--- config.mk ---
export PLATFORM = sky130hd
export DESIGN_NAME = bp_cce_hybrid_lce_cmd_arb
export DESIGN_NICKNAME = d
export VERILOG_FILES = /design/src/rtl/bp_cce_hybrid_lce_cmd_arb.sv
export SDC_FILE = /design/constraint.sdc
export NUM_CORES = 1
export LEC_CHECK = 0
export ABC_CLOCK_PERIOD_IN_PS = 5600
export BUFFER_PORTS_ARGS = -buffer_cell sky130_fd_sc_hd__clkbuf_2
export CAP_MARGIN = 5
export CORE_MARGIN = 1.5
export CORE_UTILIZATION = 25
export DETAILED_ROUTE_END_ITERATION = 16
export SETUP_SLACK_MARGIN = 0.5
export SYNTH_ARGS = -nofsm -noshare
export SYNTH_HDL_FRONTEND = slang
export SYNTH_SLANG_ARGS = --single-unit
--- constraint.sdc ---
create_clock -name clk_i -period 5.6 [get_ports clk_i]
set_input_delay 1.12 -clock clk_i [delete_from_list [all_inputs] [get_ports clk_i]]
set_output_delay 1.12 -clock clk_i [all_outputs]
set_load 0.03 [all_outputs]
--- src/rtl/bp_cce_hybrid_lce_cmd_arb.sv ---
// ----------------------------------------------------------------------------
// bp_cce_hybrid_lce_cmd_arb
//
// Merges the BedRock Burst LCE command streams of several sources (source 0
// is the hybrid control module, the others are CCE pipelines) onto the single
// LCE command network port.
//
// Arbitration is round-robin over header valids. A granted message carrying
// data locks the arbiter to its source until the last data beat is accepted,
// so the header and data of one message are never interleaved with another.
// Header and data each pass through a 2-entry buffer; the source-side readys
// depend only on buffer occupancy, never on downstream ready.
//
// Ports
//   clk_i                      clock
//   reset_n_i                  asynchronous active-low reset
//   src_header_i               per-source header, num_src_p x header width
//   src_header_v_i             per-source header valid
//   src_header_ready_and_o     per-source header accept
//   src_has_data_i             per-source "message carries data" flag
//   src_data_i                 per-source data beat
//   src_data_v_i               per-source data valid
//   src_data_ready_and_o       per-source data accept
//   src_last_i                 per-source final-beat flag
//   lce_cmd_header_o/_v_o      merged header and valid (header buffer head)
//   lce_cmd_header_ready_and_i downstream header ready
//   lce_cmd_has_data_o         has_data flag travelling with the header
//   lce_cmd_data_o/_v_o        merged data beat and valid (data buffer head)
//   lce_cmd_data_ready_and_i   downstream data ready
//   lce_cmd_last_o             last flag travelling with the data beat
// ----------------------------------------------------------------------------

// Two-entry FIFO used for both the header and the data path.
//   data_i/v_i/ready_o : enqueue side (ready_o = not full)
//   data_o/v_o/yumi_i  : dequeue side (v_o = not empty, yumi_i pops the head)
module bp_cce_hybrid_lce_cmd_arb_fifo #(
    parameter int width_p = 8
) (
    input  logic               clk_i,
    input  logic               reset_n_i,
    input  logic [width_p-1:0] data_i,
    input  logic               v_i,
    output logic               ready_o,
    output logic [width_p-1:0] data_o,
    output logic               v_o,
    input  logic               yumi_i
);

    logic [width_p-1:0] mem_r [2];
    logic               wptr_r;
    logic               rptr_r;
    logic [1:0]         count_r;
    logic               push;
    logic               pop;

    assign ready_o = (count_r != 2'd2);
    assign v_o     = (count_r != 2'd0);
    assign data_o  = mem_r[rptr_r];
    assign push    = v_i & ready_o;
    assign pop     = yumi_i & v_o;

    // NOTE: storage is not reset; validity is carried entirely by count_r, so
    // clearing the entries would only add reset fan-out.
    always_ff @(posedge clk_i) begin
        if (push) begin
            mem_r[wptr_r] <= data_i;
        end
    end

    // NOTE: sequential state uses non-blocking assignments so every flop
    // samples pre-edge values regardless of block ordering.
    always_ff @(posedge clk_i or negedge reset_n_i) begin
        if (!reset_n_i) begin
            wptr_r  <= 1'b0;
            rptr_r  <= 1'b0;
            count_r <= 2'd0;
        end else begin
            if (push) wptr_r <= ~wptr_r;
            if (pop)  rptr_r <= ~rptr_r;
            case ({push, pop})
                2'b10:   count_r <= count_r + 2'd1;
                2'b01:   count_r <= count_r - 2'd1;
                default: count_r <= count_r;
            endcase
        end
    end

endmodule

module bp_cce_hybrid_lce_cmd_arb #(
    parameter int num_src_p                   = 3,
    parameter int lce_data_width_p            = 64,
    // BedRock LCE command header width; derived from the processor
    // configuration in the full system, exposed here so it can be set.
    parameter int lce_cmd_msg_header_width_lp = 64
) (
    input  logic                                          clk_i,
    input  logic                                          reset_n_i,

    input  logic [num_src_p*lce_cmd_msg_header_width_lp-1:0] src_header_i,
    input  logic [num_src_p-1:0]                          src_header_v_i,
    output logic [num_src_p-1:0]                          src_header_ready_and_o,
    input  logic [num_src_p-1:0]                          src_has_data_i,
    input  logic [num_src_p*lce_data_width_p-1:0]         src_data_i,
    input  logic [num_src_p-1:0]                          src_data_v_i,
    output logic [num_src_p-1:0]                          src_data_ready_and_o,
    input  logic [num_src_p-1:0]                          src_last_i,

    output logic [lce_cmd_msg_header_width_lp-1:0]        lce_cmd_header_o,
    output logic                                          lce_cmd_header_v_o,
    input  logic                                          lce_cmd_header_ready_and_i,
    output logic                                          lce_cmd_has_data_o,
    output logic [lce_data_width_p-1:0]                   lce_cmd_data_o,
    output logic                                          lce_cmd_data_v_o,
    input  logic                                          lce_cmd_data_ready_and_i,
    output logic                                          lce_cmd_last_o
);

    localparam int lg_num_src_lp = (num_src_p > 1) ? $clog2(num_src_p) : 1;
    localparam int hdr_w_lp      = lce_cmd_msg_header_width_lp;
    localparam int data_w_lp     = lce_data_width_p;

    typedef enum logic {
        e_ready = 1'b0,
        e_data  = 1'b1
    } state_e;

    state_e                   state_r, state_n;
    logic [lg_num_src_lp-1:0] rr_ptr_r, rr_ptr_n;
    logic [lg_num_src_lp-1:0] lock_id_r, lock_id_n;

    logic                     grant_v;
    logic [lg_num_src_lp-1:0] grant_id;
    logic [lg_num_src_lp-1:0] grant_id_inc;

    logic                     hdr_fifo_ready;
    logic                     hdr_push;
    logic                     data_fifo_ready;
    logic                     data_push;

    logic [hdr_w_lp:0]        hdr_fifo_in;
    logic [hdr_w_lp:0]        hdr_fifo_out;
    logic [data_w_lp:0]       data_fifo_in;
    logic [data_w_lp:0]       data_fifo_out;

    // ------------------------------------------------------------------------
    // Round-robin pick: first valid header scanning upward from rr_ptr_r.
    // ------------------------------------------------------------------------
    always_comb begin
        int idx;
        grant_v  = 1'b0;
        grant_id = '0;
        idx      = 0;
        for (int k = 0; k < num_src_p; k++) begin
            idx = int'(rr_ptr_r) + k;
            if (idx >= num_src_p) idx = idx - num_src_p;
            if (!grant_v && src_header_v_i[idx]) begin
                grant_v  = 1'b1;
                grant_id = lg_num_src_lp'(idx);
            end
        end
    end

    // Pointer advance past the winner, wrapping at the last source; with a
    // single source this is always 0.
    assign grant_id_inc = (grant_id == lg_num_src_lp'(num_src_p - 1))
                        ? '0 : grant_id + 1'b1;

    // Buffer inputs are steered from the granted / locked source.
    assign hdr_fifo_in  = {src_header_i[grant_id*hdr_w_lp +: hdr_w_lp],
                           src_has_data_i[grant_id]};
    assign data_fifo_in = {src_data_i[lock_id_r*data_w_lp +: data_w_lp],
                           src_last_i[lock_id_r]};

    // ------------------------------------------------------------------------
    // FSM: state register
    // ------------------------------------------------------------------------
    always_ff @(posedge clk_i or negedge reset_n_i) begin
        if (!reset_n_i) begin
            state_r   <= e_ready;
            rr_ptr_r  <= '0;
            lock_id_r <= '0;
        end else begin
            state_r   <= state_n;
            rr_ptr_r  <= rr_ptr_n;
            lock_id_r <= lock_id_n;
        end
    end

    // ------------------------------------------------------------------------
    // FSM: next state and source handshakes
    // ------------------------------------------------------------------------
    // NOTE: every output of this block is given a default first, so no path
    // leaves a variable unassigned and no latch is inferred.
    always_comb begin
        state_n                = state_r;
        rr_ptr_n               = rr_ptr_r;
        lock_id_n              = lock_id_r;
        hdr_push               = 1'b0;
        data_push              = 1'b0;
        src_header_ready_and_o = '0;
        src_data_ready_and_o   = '0;

        case (state_r)
            e_ready: begin
                // Data is never accepted here, even when it arrives alongside
                // its own header; the beat waits for the lock.
                if (grant_v) begin
                    src_header_ready_and_o[grant_id] = hdr_fifo_ready & reset_n_i;
                    hdr_push = hdr_fifo_ready;
                end
                if (hdr_push) begin
                    rr_ptr_n = grant_id_inc;
                    if (src_has_data_i[grant_id]) begin
                        lock_id_n = grant_id;
                        state_n   = e_data;
                    end
                end
            end
            e_data: begin
                // Only the locked source can move data; stray beats from other
                // sources are never acknowledged.
                src_data_ready_and_o[lock_id_r] = data_fifo_ready & reset_n_i;
                data_push = data_fifo_ready & src_data_v_i[lock_id_r];
                if (data_push && src_last_i[lock_id_r]) begin
                    state_n = e_ready;
                end
            end
        endcase
    end

    // ------------------------------------------------------------------------
    // Output buffers
    // ------------------------------------------------------------------------
    bp_cce_hybrid_lce_cmd_arb_fifo #(.width_p(hdr_w_lp + 1)) hdr_fifo (
        .clk_i     (clk_i),
        .reset_n_i (reset_n_i),
        .data_i    (hdr_fifo_in),
        .v_i       (hdr_push),
        .ready_o   (hdr_fifo_ready),
        .data_o    (hdr_fifo_out),
        .v_o       (lce_cmd_header_v_o),
        .yumi_i    (lce_cmd_header_ready_and_i)
    );

    bp_cce_hybrid_lce_cmd_arb_fifo #(.width_p(data_w_lp + 1)) data_fifo (
        .clk_i     (clk_i),
        .reset_n_i (reset_n_i),
        .data_i    (data_fifo_in),
        .v_i       (data_push),
        .ready_o   (data_fifo_ready),
        .data_o    (data_fifo_out),
        .v_o       (lce_cmd_data_v_o),
        .yumi_i    (lce_cmd_data_ready_and_i)
    );

    assign {lce_cmd_header_o, lce_cmd_has_data_o} = hdr_fifo_out;
    assign {lce_cmd_data_o, lce_cmd_last_o}       = data_fifo_out;

endmodule
==> flow_summary.toml, run 1 <==
[clock_tree]
htree_num_levels = 1
cts_resized = 0
cts_sinks = 273
numCtsBuffers = 30
clockBufferDepth = 3
post-cts-setup-buffers = 0
cts_tree = "built"
postCtsHoldBufs = 0
clock_latency_ns = 0.56
root_buffer = "clkbuf_16"
clk_pin_slew_ns = 0.06

[power_and_ir_drop]
power.density_mw_per_mm2 = 628
power_leakage_nw = 7.14
ir_drop_mv = 0.339

[yosys]
yosys.area.top_type_share = 0.597
synth_top_family_by_area = "multiplexers"
synth_area_per_cell_sq_um = 13.7
synth-seq-cells = 273
synth_top_area_cell = "edfxtp_1"
synth_top_flop_cell = "edfxtp_1"
synth-seq-area-share = 0.622
syn_inst = 953
synthXorXnorAreaFrac = 0.00670
synthArstFlopShare = 0.0476
synth-simple-area-share = 0.0563
ys_warn_count = 0
synth_cell_types = 52
syn_nets = 1359
synth_area_sq_mm = 0.0131
muxShareOfSynthArea = 0.219
yosys-top-cells-area = "edfxtp_1 (60%), mux2_2 (11%), mux2i_1 (10%)"
synth_edf_count = 260
synth_compound_area_frac = 0.0653
synth_fa_ha_area_frac = 0.00574

[worst_setup_path]
cp-start-kind = "flop"
crit_required_ns = 4.48
r2r_slack_ns = 1.97
cp-end-kind = "output port"
crit_type = "reg2out"
arrival_ns = 3.07
path_max_fanout = 6

[sta]
finalMaxSlewViolations = 0
finalWorstSetupSlack_ns = 1.41
tightest_slew_ns = 0.995
relSlewSlack = 0.337
setup_viol = 0
hold_viol_final = 0
grt_setup_unrepaired = "false"
tns_ns = 0
fin_crit_ns = 4.19
min_period_over_period = 0.749
whs_ns = 0.486
max_freq_ghz = 0.239
finalClockSkew_ns = 0.00879

[route]
ant_nets = 0
post_drt_wl_per_cell_microns = 19.4
wirelength_microns = 42400
drt-vias-per-instance = 4.45
drt_iter0_drc = 446
num_vias = 9702
drc_errors = 0
first_pass_iters = 4

[floorplan]
start_util = 0.254
io_pins = 538
placementRows = 83
core-area_sq_mm = 0.0515
die_h_microns = 232
die_area_sq_mm = 0.0537
die_w_microns = 232

[worst_hold_path]
hold_path.class = "in2async"

[global_route]
grt_antenna_before_repair = 15
grtUsageTotal = 0.149
grt.overflow.total = 0
grt_pass1_vias = 9841
grt_first_pass_wirelength_microns = 59700
grt_start_max_net_pins = 95

[cells_and_area]
seqCellArea_sq_mm = 0.00814
drive_gt1_frac = 0.498
syn_to_final_growth_pct = 33.9
multi_input_area_sq_mm = 0.00465
final_core_utilization = 0.340
fin_cells = 2182
nNetsFinal = 1880
n_fill_cell = 5172

[placement]
numPortBuffers = 537
finalWeightedCongestion = 0.867
place_ws_ns = 1.62
place_inst = 2122
post-dp-hpwl_microns = 31900

[run_status]
outcome = "finished, final reports clean"

[flow_run]
cap_violations = 0
[cells by family after synthesis]
| group | after synthesis |
|---|---|
| AOI/OAI and AO/OA | 153 |
| xor gates and xnor gates | 10 |
| adders and majority gates | 6 |
| buffers and inverters | 68 |
| DFF | 273 |
| muxes | 268 |
| and+or+nand+nor | 175 |
[critical path: stages, from the launching register on]
cell	delay, ns
dfrtp_1	0.42
inv_1	0.09
ha_1	0.30
mux2i_1	0.36
mux2i_2	0.18
or4_1	0.51
o21ai_0	0.09
a21oi_1	0.13
and4_1	0.25
clkbuf_2	0.18
[Yosys cell counts, drive strengths merged, types with 2 or more instances]
cell and number:
a21oi 5, and2 4, buf 23, clkbuf 37, dfrtp 13, edfxtp 260, ha 6, inv 8
mux2 133, mux2i 135, nand2 140, nand3b 3, nor2 9, nor2b 3, nor3 3, nor3b 3
o21ai 133, o22ai 2, o31ai 2, or2 2, xnor2 6, xor2 4
[flip-flops by register name, indices dropped and copies added, names as in the netlist, 2 cells and up]
signal	cells
lock_id_r	2
data_fifo.count_r	2
rr_ptr_r	2
hdr_fifo.count_r	2
data_fifo.mem_r	130
hdr_fifo.mem_r	130
[placed cells by master (no fill, tap or decap), types with 4 or more instances in the layout]
cell type	count
diode_2	5
mux2_2	132
clkinv_1	7
edfxtp_1	260
mux2i_1	134
clkinv_2	8
clkbuf_16	31
inv_1	7
a21oi_1	4
nor2_1	6
o21ai_1	39
ha_1	6
bufinv_16	4
dfrtp_1	9
clkbuf_1	4
o21ai_0	94
xor2_1	4
buf_4	9
clkbuf_2	537
nand2_1	139
xnor2_1	6
[path summary, 6_finish.rpt]
check | start | end | cells past startpoint
max | rr_ptr_r[1]$_DFFE_PN0P_ | src_header_ready_and_o[1] | 9
min | reset_n_i | data_fifo.rptr_r$_DFFE_PN0P_ | 1
max reg2reg | rr_ptr_r[0]$_DFFE_PN0P_ | hdr_fifo.mem_r[0][31]$_DFFE_PP_ | 7
max in group asynchronous | reset_n_i | hdr_fifo.rptr_r$_DFFE_PN0P_ | 1
min in group clk_i | hdr_fifo.count_r[1]$_DFFE_PN0P_ | hdr_fifo.count_r[1]$_DFFE_PN0P_ | 1
min reg2reg | hdr_fifo.count_r[1]$_DFFE_PN0P_ | hdr_fifo.count_r[1]$_DFFE_PN0P_ | 1
[where the power goes]
| part | internal [W] | switching, W |
|---|---|---|
| clock network | 0.00118 | 0.000794 |
| registers | 0.00347 | 0.000340 |
| logic | 0.00177 | 0.00344 |
| total | 0.00642 | 0.00458 |
[metrics by stage]
stage	total power, W	area (sq um)
floorplan	0.00755	13100
global placement	0.00901	16500
detailed placement	0.00913	16500
CTS	0.0111	17500
global route	0.0116	17500
finish	0.0110	17500
[routing by layer]
metal | share of wire | global-route usage
met3 | 0.087 | 0.0422
met1 | 0.37 | 0.161
met5 | 0.0015 | 0
met4 | 0.028 | 0.0487
met2 | 0.51 | 0.279
[cell type report]
class	count	area share
Inverter	8	0.00186
Timing Repair Buffer	549	0.161
Sequential cell	273	0.465
Tap cell	680	0.0486
Multi-Input combinational cell	612	0.266
Clock inverter	20	0.0112
Clock buffer	35	0.0452
Antenna cell	5	0.000715
Note: power is estimated with default switching activity, not from simulation.
==> run 2: changes to the inputs <==
--- a/config.mk
+++ b/config.mk
@@ -5,7 +5,7 @@
 export SDC_FILE = /design/constraint.sdc
 export NUM_CORES = 1
 export LEC_CHECK = 0
-export ABC_CLOCK_PERIOD_IN_PS = 5600
+export ABC_CLOCK_PERIOD_IN_PS = 4200
 export BUFFER_PORTS_ARGS = -buffer_cell sky130_fd_sc_hd__clkbuf_2
 export CAP_MARGIN = 5
 export CORE_MARGIN = 1.5
==> constraint.sdc (replaced) <==
create_clock -name clk_i -period 4.2 [get_ports clk_i]
set_input_delay 0.84 -clock clk_i [delete_from_list [all_inputs] [get_ports clk_i]]
set_output_delay 0.84 -clock clk_i [all_outputs]
set_load 0.03 [all_outputs]
==> run 2 against run 1 <==
  * Sequential share of layout area down 0.33 points
  * Worst setup slack got worse by 0.81 ns
  * Largest cell class unchanged
  * Count of clock-buffer cells in the layout grew 1
  * Non-clock buffer count rose by 9
  * Highest routed layer unchanged
  * Final area grew 0.74%
  * Critical path depth did not move
  * Die area unchanged
  * Total power grew 35%
  * Sequential power rose by 33%
  * Sequential cell count stayed put
==> flow_summary.toml, run 2 (synthesized netlist as in run 1, its figures left out) <==
[worst_setup_path]
arrival_ns = 2.77
cp.depth = 9
path_buf_inv = 2
path_common_cell = "mux2i_4"
critPathTopFamily = "simple AND/OR/NAND/NOR gates"
crit_required_ns = 3.36
cp_slowest_cell = "or4_1"
path_max_fanout = 6
crit_type = "reg2out"
path_cells = "inv_2 > ha_4 > mux2i_4 > mux2i_4 > or4_1 > o21ai_2 > a21oi_2 > and4_1 > buf_2"
cp-end-kind = "output port"
cp-start-kind = "flop"
critical_path.max_stage_delay_ns = 0.53
r2r.worst_path.cells = 7

[sta]
tightest_slew_ns = 1.02
hold_viol_final = 0
setup_viol = 0
min_period_over_period = 0.859
relSlewSlack = 0.320
finalWorstSetupSlack_ns = 0.594
fin_crit_ns = 3.61
max_freq_ghz = 0.277
grt_setup_unrepaired = "true"
finalMaxSlewViolations = 0
finalClockSkew_ns = 0.00686
tns_ns = 0

[global_route]
grt_pass1_vias = 9878
grt_use_met1 = 0.165
grt_first_pass_wirelength_microns = 59200
grtUsageTotal = 0.147
grt_use_met2 = 0.269
grt_antenna_before_repair = 13
grt.overflow.total = 0
top_usage_layer = "met2"
grt_start_max_net_pins = 130
grtUsageMet3 = 0.0394

[placement]
place_ws_ns = 0.693
numPortBuffers = 537
post-dp-hpwl_microns = 31200
place_inst = 2125
finalWeightedCongestion = 0.812

[power_and_ir_drop]
p_total_w = 0.0148
p_sw_frac = 0.418
ir_drop_mv = 0.834
clockPowerShare = 0.172
power_frac_seq = 0.342
p_int_w = 0.00863
power_switching_w = 0.00619
p_comb_frac = 0.486
power.density_mw_per_mm2 = 841
power_leakage_nw = 7.17

[floorplan]
die_h_microns = 232
io_pins = 538
die_w_microns = 232
start_util = 0.254
core-area_sq_mm = 0.0515
die_area_sq_mm = 0.0537
placementRows = 83

[run_status]
outcome = "finished, final reports clean"

[route]
drt-vias-per-instance = 4.48
num_vias = 9808
drc_errors = 0
post_drt_wl_per_cell_microns = 19.0
ant_nets = 0
drt_iter0_drc = 390
first_pass_iters = 4
wirelength_microns = 41600

[cells_and_area]
fin_cells = 2189
drive_gt1_frac = 0.503
nNetsFinal = 1889
syn_to_final_growth_pct = 34.8
reg.largest.list = "data_fifo.mem_r x130, hdr_fifo.mem_r x130"
final_common_cell = "clkbuf_2"
n_fill_cell = 5154
mostFrequentLayoutCells = "clkbuf_2 (535), edfxtp_1 (260), nand2_1 (139), mux2i_1 (132), mux2_2 (132)"

[clock_tree]
root_buffer = "clkbuf_16"
postCtsHoldBufs = 0
cts_sinks = 273
clock_latency_ns = 0.56
htree_num_levels = 1
numCtsBuffers = 30
cts_tree = "built"
clk_pin_slew_ns = 0.06
clockBufferDepth = 3

[flow_run]
cap_violations = 0

[worst_hold_path]
hold_path.class = "in2async"
## run 2: changes by cell type in the layout (fill, tap and decap cells not counted), moves of 2 or more
cell      change
buf_12        +3
buf_2         +2
buf_4         +6
clkbuf_2      -2
clkinv_1      +4
clkinv_2      -6
ha_1          -2
ha_4          +2
mux2i_1       -2
mux2i_4       +2
## run 2: metal layers
metal	share of wire	routed length, microns	vias to the layer above
met5	0.0010	43	-
met2	0.51	21300	438
li1	-	-	4624
met3	0.083	3470	67
met1	0.38	15800	4673
met4	0.022	915	6
## run 2: power by group through the flow
stage          combinational (W)  sequential (W)  clock (W)
2_1_floorplan            0.00519         0.00486          0
3_3_place_gp             0.00706         0.00509          0
3_5_place_dp             0.00716         0.00514          0
4_1_cts                  0.00720         0.00509    0.00265
5_1_grt                  0.00776         0.00519    0.00274
6_report                 0.00720         0.00506    0.00255
## run 2: layout make-up
cell class,instances,area (sq um),share of cell area
flip-flops and latches,273,8140,0.462
multi-input cells,612,4720,0.268
repair buffers,558,2920,0.166
well taps,680,851,0.0483
clock buffers,36,795,0.0451
clock inverters,17,149,0.00845
inverters,8,32.5,0.00185
diodes,5,12.5,0.000710
## run 2: final timing paths
| path | from | end | slack [ns] |
|---|---|---|---|
| worst max-delay path | rr_ptr_r[1]$_DFFE_PN0P_ | src_header_ready_and_o[1] | 0.59 |
| worst min-delay path | reset_n_i | data_fifo.count_r[1]$_DFFE_PN0P_ | 0.34 |
| worst max register to register | lock_id_r[1]$_DFFE_PN0P_ | data_fifo.mem_r[0][7]$_DFFE_PP_ | 1.28 |
| worst min register to register | hdr_fifo.count_r[1]$_DFFE_PN0P_ | hdr_fifo.count_r[1]$_DFFE_PN0P_ | 0.50 |
| max in group asynchronous | reset_n_i | lock_id_r[1]$_DFFE_PN0P_ | 3.64 |
| min in group clk_i | hdr_fifo.count_r[1]$_DFFE_PN0P_ | hdr_fifo.count_r[1]$_DFFE_PN0P_ | 0.50 |
## run 2: per-stage QoR
stage	hold slack, ns	instance area, sq um	utilization
floorplan	0.447	13100	-
global placement	0.470	16600	0.321
detailed placement	0.499	16600	0.321
CTS	0.300	17500	0.340
global route	0.322	17600	0.342
finish	0.341	17600	0.342
## run 2: timing repair
action / CTS / global route
gates cloned: 0 / 0
gates resized for setup: 4 / 12
pin swaps: 0 / 4
setup endpoints to repair: 3 / 3
setup buffers: 1 / 5
==> run 3: changes to the inputs <==
--- a/config.mk
+++ b/config.mk
@@ -6,11 +6,11 @@
 export NUM_CORES = 1
 export LEC_CHECK = 0
 export ABC_CLOCK_PERIOD_IN_PS = 4200
-export BUFFER_PORTS_ARGS = -buffer_cell sky130_fd_sc_hd__clkbuf_2
 export CAP_MARGIN = 5
 export CORE_MARGIN = 1.5
 export CORE_UTILIZATION = 25
 export DETAILED_ROUTE_END_ITERATION = 16
+export DONT_BUFFER_PORTS = 1
 export SETUP_SLACK_MARGIN = 0.5
 export SYNTH_ARGS = -nofsm -noshare
 export SYNTH_HDL_FRONTEND = slang
==> run 3 against run 2 <==
  * Combinational power down 9.0%
  * Sequential cell count unchanged
  * Global-route usage down 0.82 points
  * Cell count down 24%
  * Total power down 5.9%
  * Largest cell class unchanged
  * Largest power group unchanged
==> flow_summary.toml, run 3 (synthesized netlist as in run 1, its figures left out) <==
[cells_and_area]
reg.largest.list = "data_fifo.mem_r x130, hdr_fifo.mem_r x130"
fin_area_sq_mm = 0.0149
syn_to_final_growth_pct = 14.3
mostFrequentLayoutCells = "edfxtp_1 (260), nand2_1 (139), mux2i_1 (133), mux2_2 (132), o21ai_0 (94)"
final_common_cell = "edfxtp_1"
drive_gt1_frac = 0.235
nNetsFinal = 1361

[route]
post_drt_wl_per_cell_microns = 23.9
ant_nets = 0
num_vias = 7888
first_pass_iters = 5
drt_iter0_drc = 363
drt-vias-per-instance = 4.75
drc_errors = 0
wirelength_microns = 39800

[sta]
tns_ns = 0
fin_crit_ns = 3.59
finalClockSkew_ns = 0.0141
finalMaxSlewViolations = 0
relSlewSlack = 0.351
tightest_slew_ns = 0.973
max_freq_ghz = 0.279
whs_ns = 0.493
setup_viol = 0
grt_setup_unrepaired = "false"
min_period_over_period = 0.854
hold_viol_final = 0

[clock_tree]
cts_sinks = 273
clockBufferDepth = 3
numCtsBuffers = 29
clk_pin_slew_ns = 0.06
clock_latency_ns = 0.56
cts_tree = "built"
root_buffer = "clkbuf_16"
htree_num_levels = 1

[global_route]
grt_pass1_vias = 8058
grtUsageTotal = 0.139
grt_first_pass_wirelength_microns = 54200
top_usage_layer = "met2"
grt_use_met2 = 0.267
grt_antenna_before_repair = 15
grt_use_met1 = 0.141
grt.overflow.total = 0
grtUsageMet3 = 0.0480
grt_start_max_net_pins = 130

[floorplan]
placementRows = 83
die_area_sq_mm = 0.0537
die_w_microns = 232
core-area_sq_mm = 0.0515
start_util = 0.254
io_pins = 538
die_h_microns = 232

[power_and_ir_drop]
p_int_w = 0.00800
p_sw_frac = 0.426
power_frac_seq = 0.358
power.density_mw_per_mm2 = 933
clockPowerShare = 0.172
power_leakage_nw = 4.96
p_comb_frac = 0.470
ir_drop_mv = 0.528
power_switching_w = 0.00594

[worst_setup_path]
path_cells = "inv_1 > ha_4 > mux2i_4 > mux2i_4 > or4_1 > o21ai_0 > a21oi_1 > and4_2"
critPathTopFamily = "simple AND/OR/NAND/NOR gates"
crit_type = "reg2out"
cp-end-kind = "output port"
path_common_cell = "mux2i_4"
arrival_ns = 2.75
cp-start-kind = "flop"
path_buf_inv = 1
cp_slowest_cell = "or4_1"
critical_path.max_stage_delay_ns = 0.50
path_max_fanout = 6
crit_required_ns = 3.36

[worst_hold_path]
hold_path.class = "reg2reg"

[run_status]
outcome = "finished, final reports clean"

[placement]
finalWeightedCongestion = 0.820
numPortBuffers = 0
post-dp-hpwl_microns = 29900
place_area_sq_mm = 0.0139

[flow_run]
cap_violations = 0
[run 3: power by group through the flow]
stage	sequential, W	clock [W]	combinational (W)
finish	0.00499	0.00240	0.00655
global route	0.00510	0.00257	0.00700
CTS	0.00500	0.00248	0.00657
detailed placement	0.00505	0	0.00653
global placement	0.00501	0	0.00640
floorplan	0.00486	0	0.00519
[run 3: routing by layer]
metal  vias to the layer above  share of wire
li1                       3577              -
met5                         -        0.00033
met4                         2          0.026
met1                      3773           0.35
met2                       459           0.53
met3                        77          0.099
[run 3: repair_timing]
action,CTS,global route
hold buffers,1,0
pin swaps,1,3
setup endpoints to repair,3,3
endpoints found under the hold margin,13,0
resized for setup,6,6
setup buffers,1,5
[run 3: worst reg2reg max path: cells and delay by family, from the launching register on]
kind | cells | cell delay, ns
compound gates | 3 | 1.10
buf+inv | 2 | 0.48
flops | 1 | 0.44
simple gates | 1 | 0.29
fa+ha+maj | 1 | 0.21
mux | 1 | 0.56
[run 3: stage by stage]
step / worst slack, ns / power [W] / utilization / instances
after floorplan: 0.554 / 0.0101 / - / 953
after global placement: 0.798 / 0.0114 / 0.270 / 1597
after detailed placement: 0.721 / 0.0116 / 0.270 / 1597
after CTS: 0.500 / 0.0140 / 0.288 / 1651
after global routing: 0.519 / 0.0147 / 0.290 / 1659
final: 0.615 / 0.0139 / 0.290 / 1662
[run 3: cell type report]
| cell class | count | area, sq um |
|---|---|---|
| clock inverter | 16 | 124 |
| sequential | 273 | 8140 |
| multi-input combinational | 612 | 4720 |
| inverter | 8 | 32.5 |
| fill | 5203 | 36600 |
| clock buffer | 36 | 752 |
| timing repair buffer | 31 | 298 |
| tap | 680 | 851 |
| antenna | 6 | 15.0 |
[run 3: worst paths after layout]
check                                                      from                               to  slack (ns)  cells after the start
worst min register to register  hdr_fifo.count_r[1]$_DFFE_PN0P_  hdr_fifo.count_r[1]$_DFFE_PN0P_        0.49                      1
worst max-delay path                    rr_ptr_r[1]$_DFFE_PN0P_        src_header_ready_and_o[1]        0.61                      8
worst min-delay path            hdr_fifo.count_r[1]$_DFFE_PN0P_  hdr_fifo.count_r[1]$_DFFE_PN0P_        0.49                      1
min in group asynchronous                             reset_n_i     data_fifo.wptr_r$_DFFE_PN0P_        0.79                      1
max in group asynchronous                             reset_n_i         lock_id_r[1]$_DFFE_PN0P_        2.88                      1
worst max register to register          rr_ptr_r[1]$_DFFE_PN0P_  hdr_fifo.mem_r[0][10]$_DFFE_PP_        0.87                      8
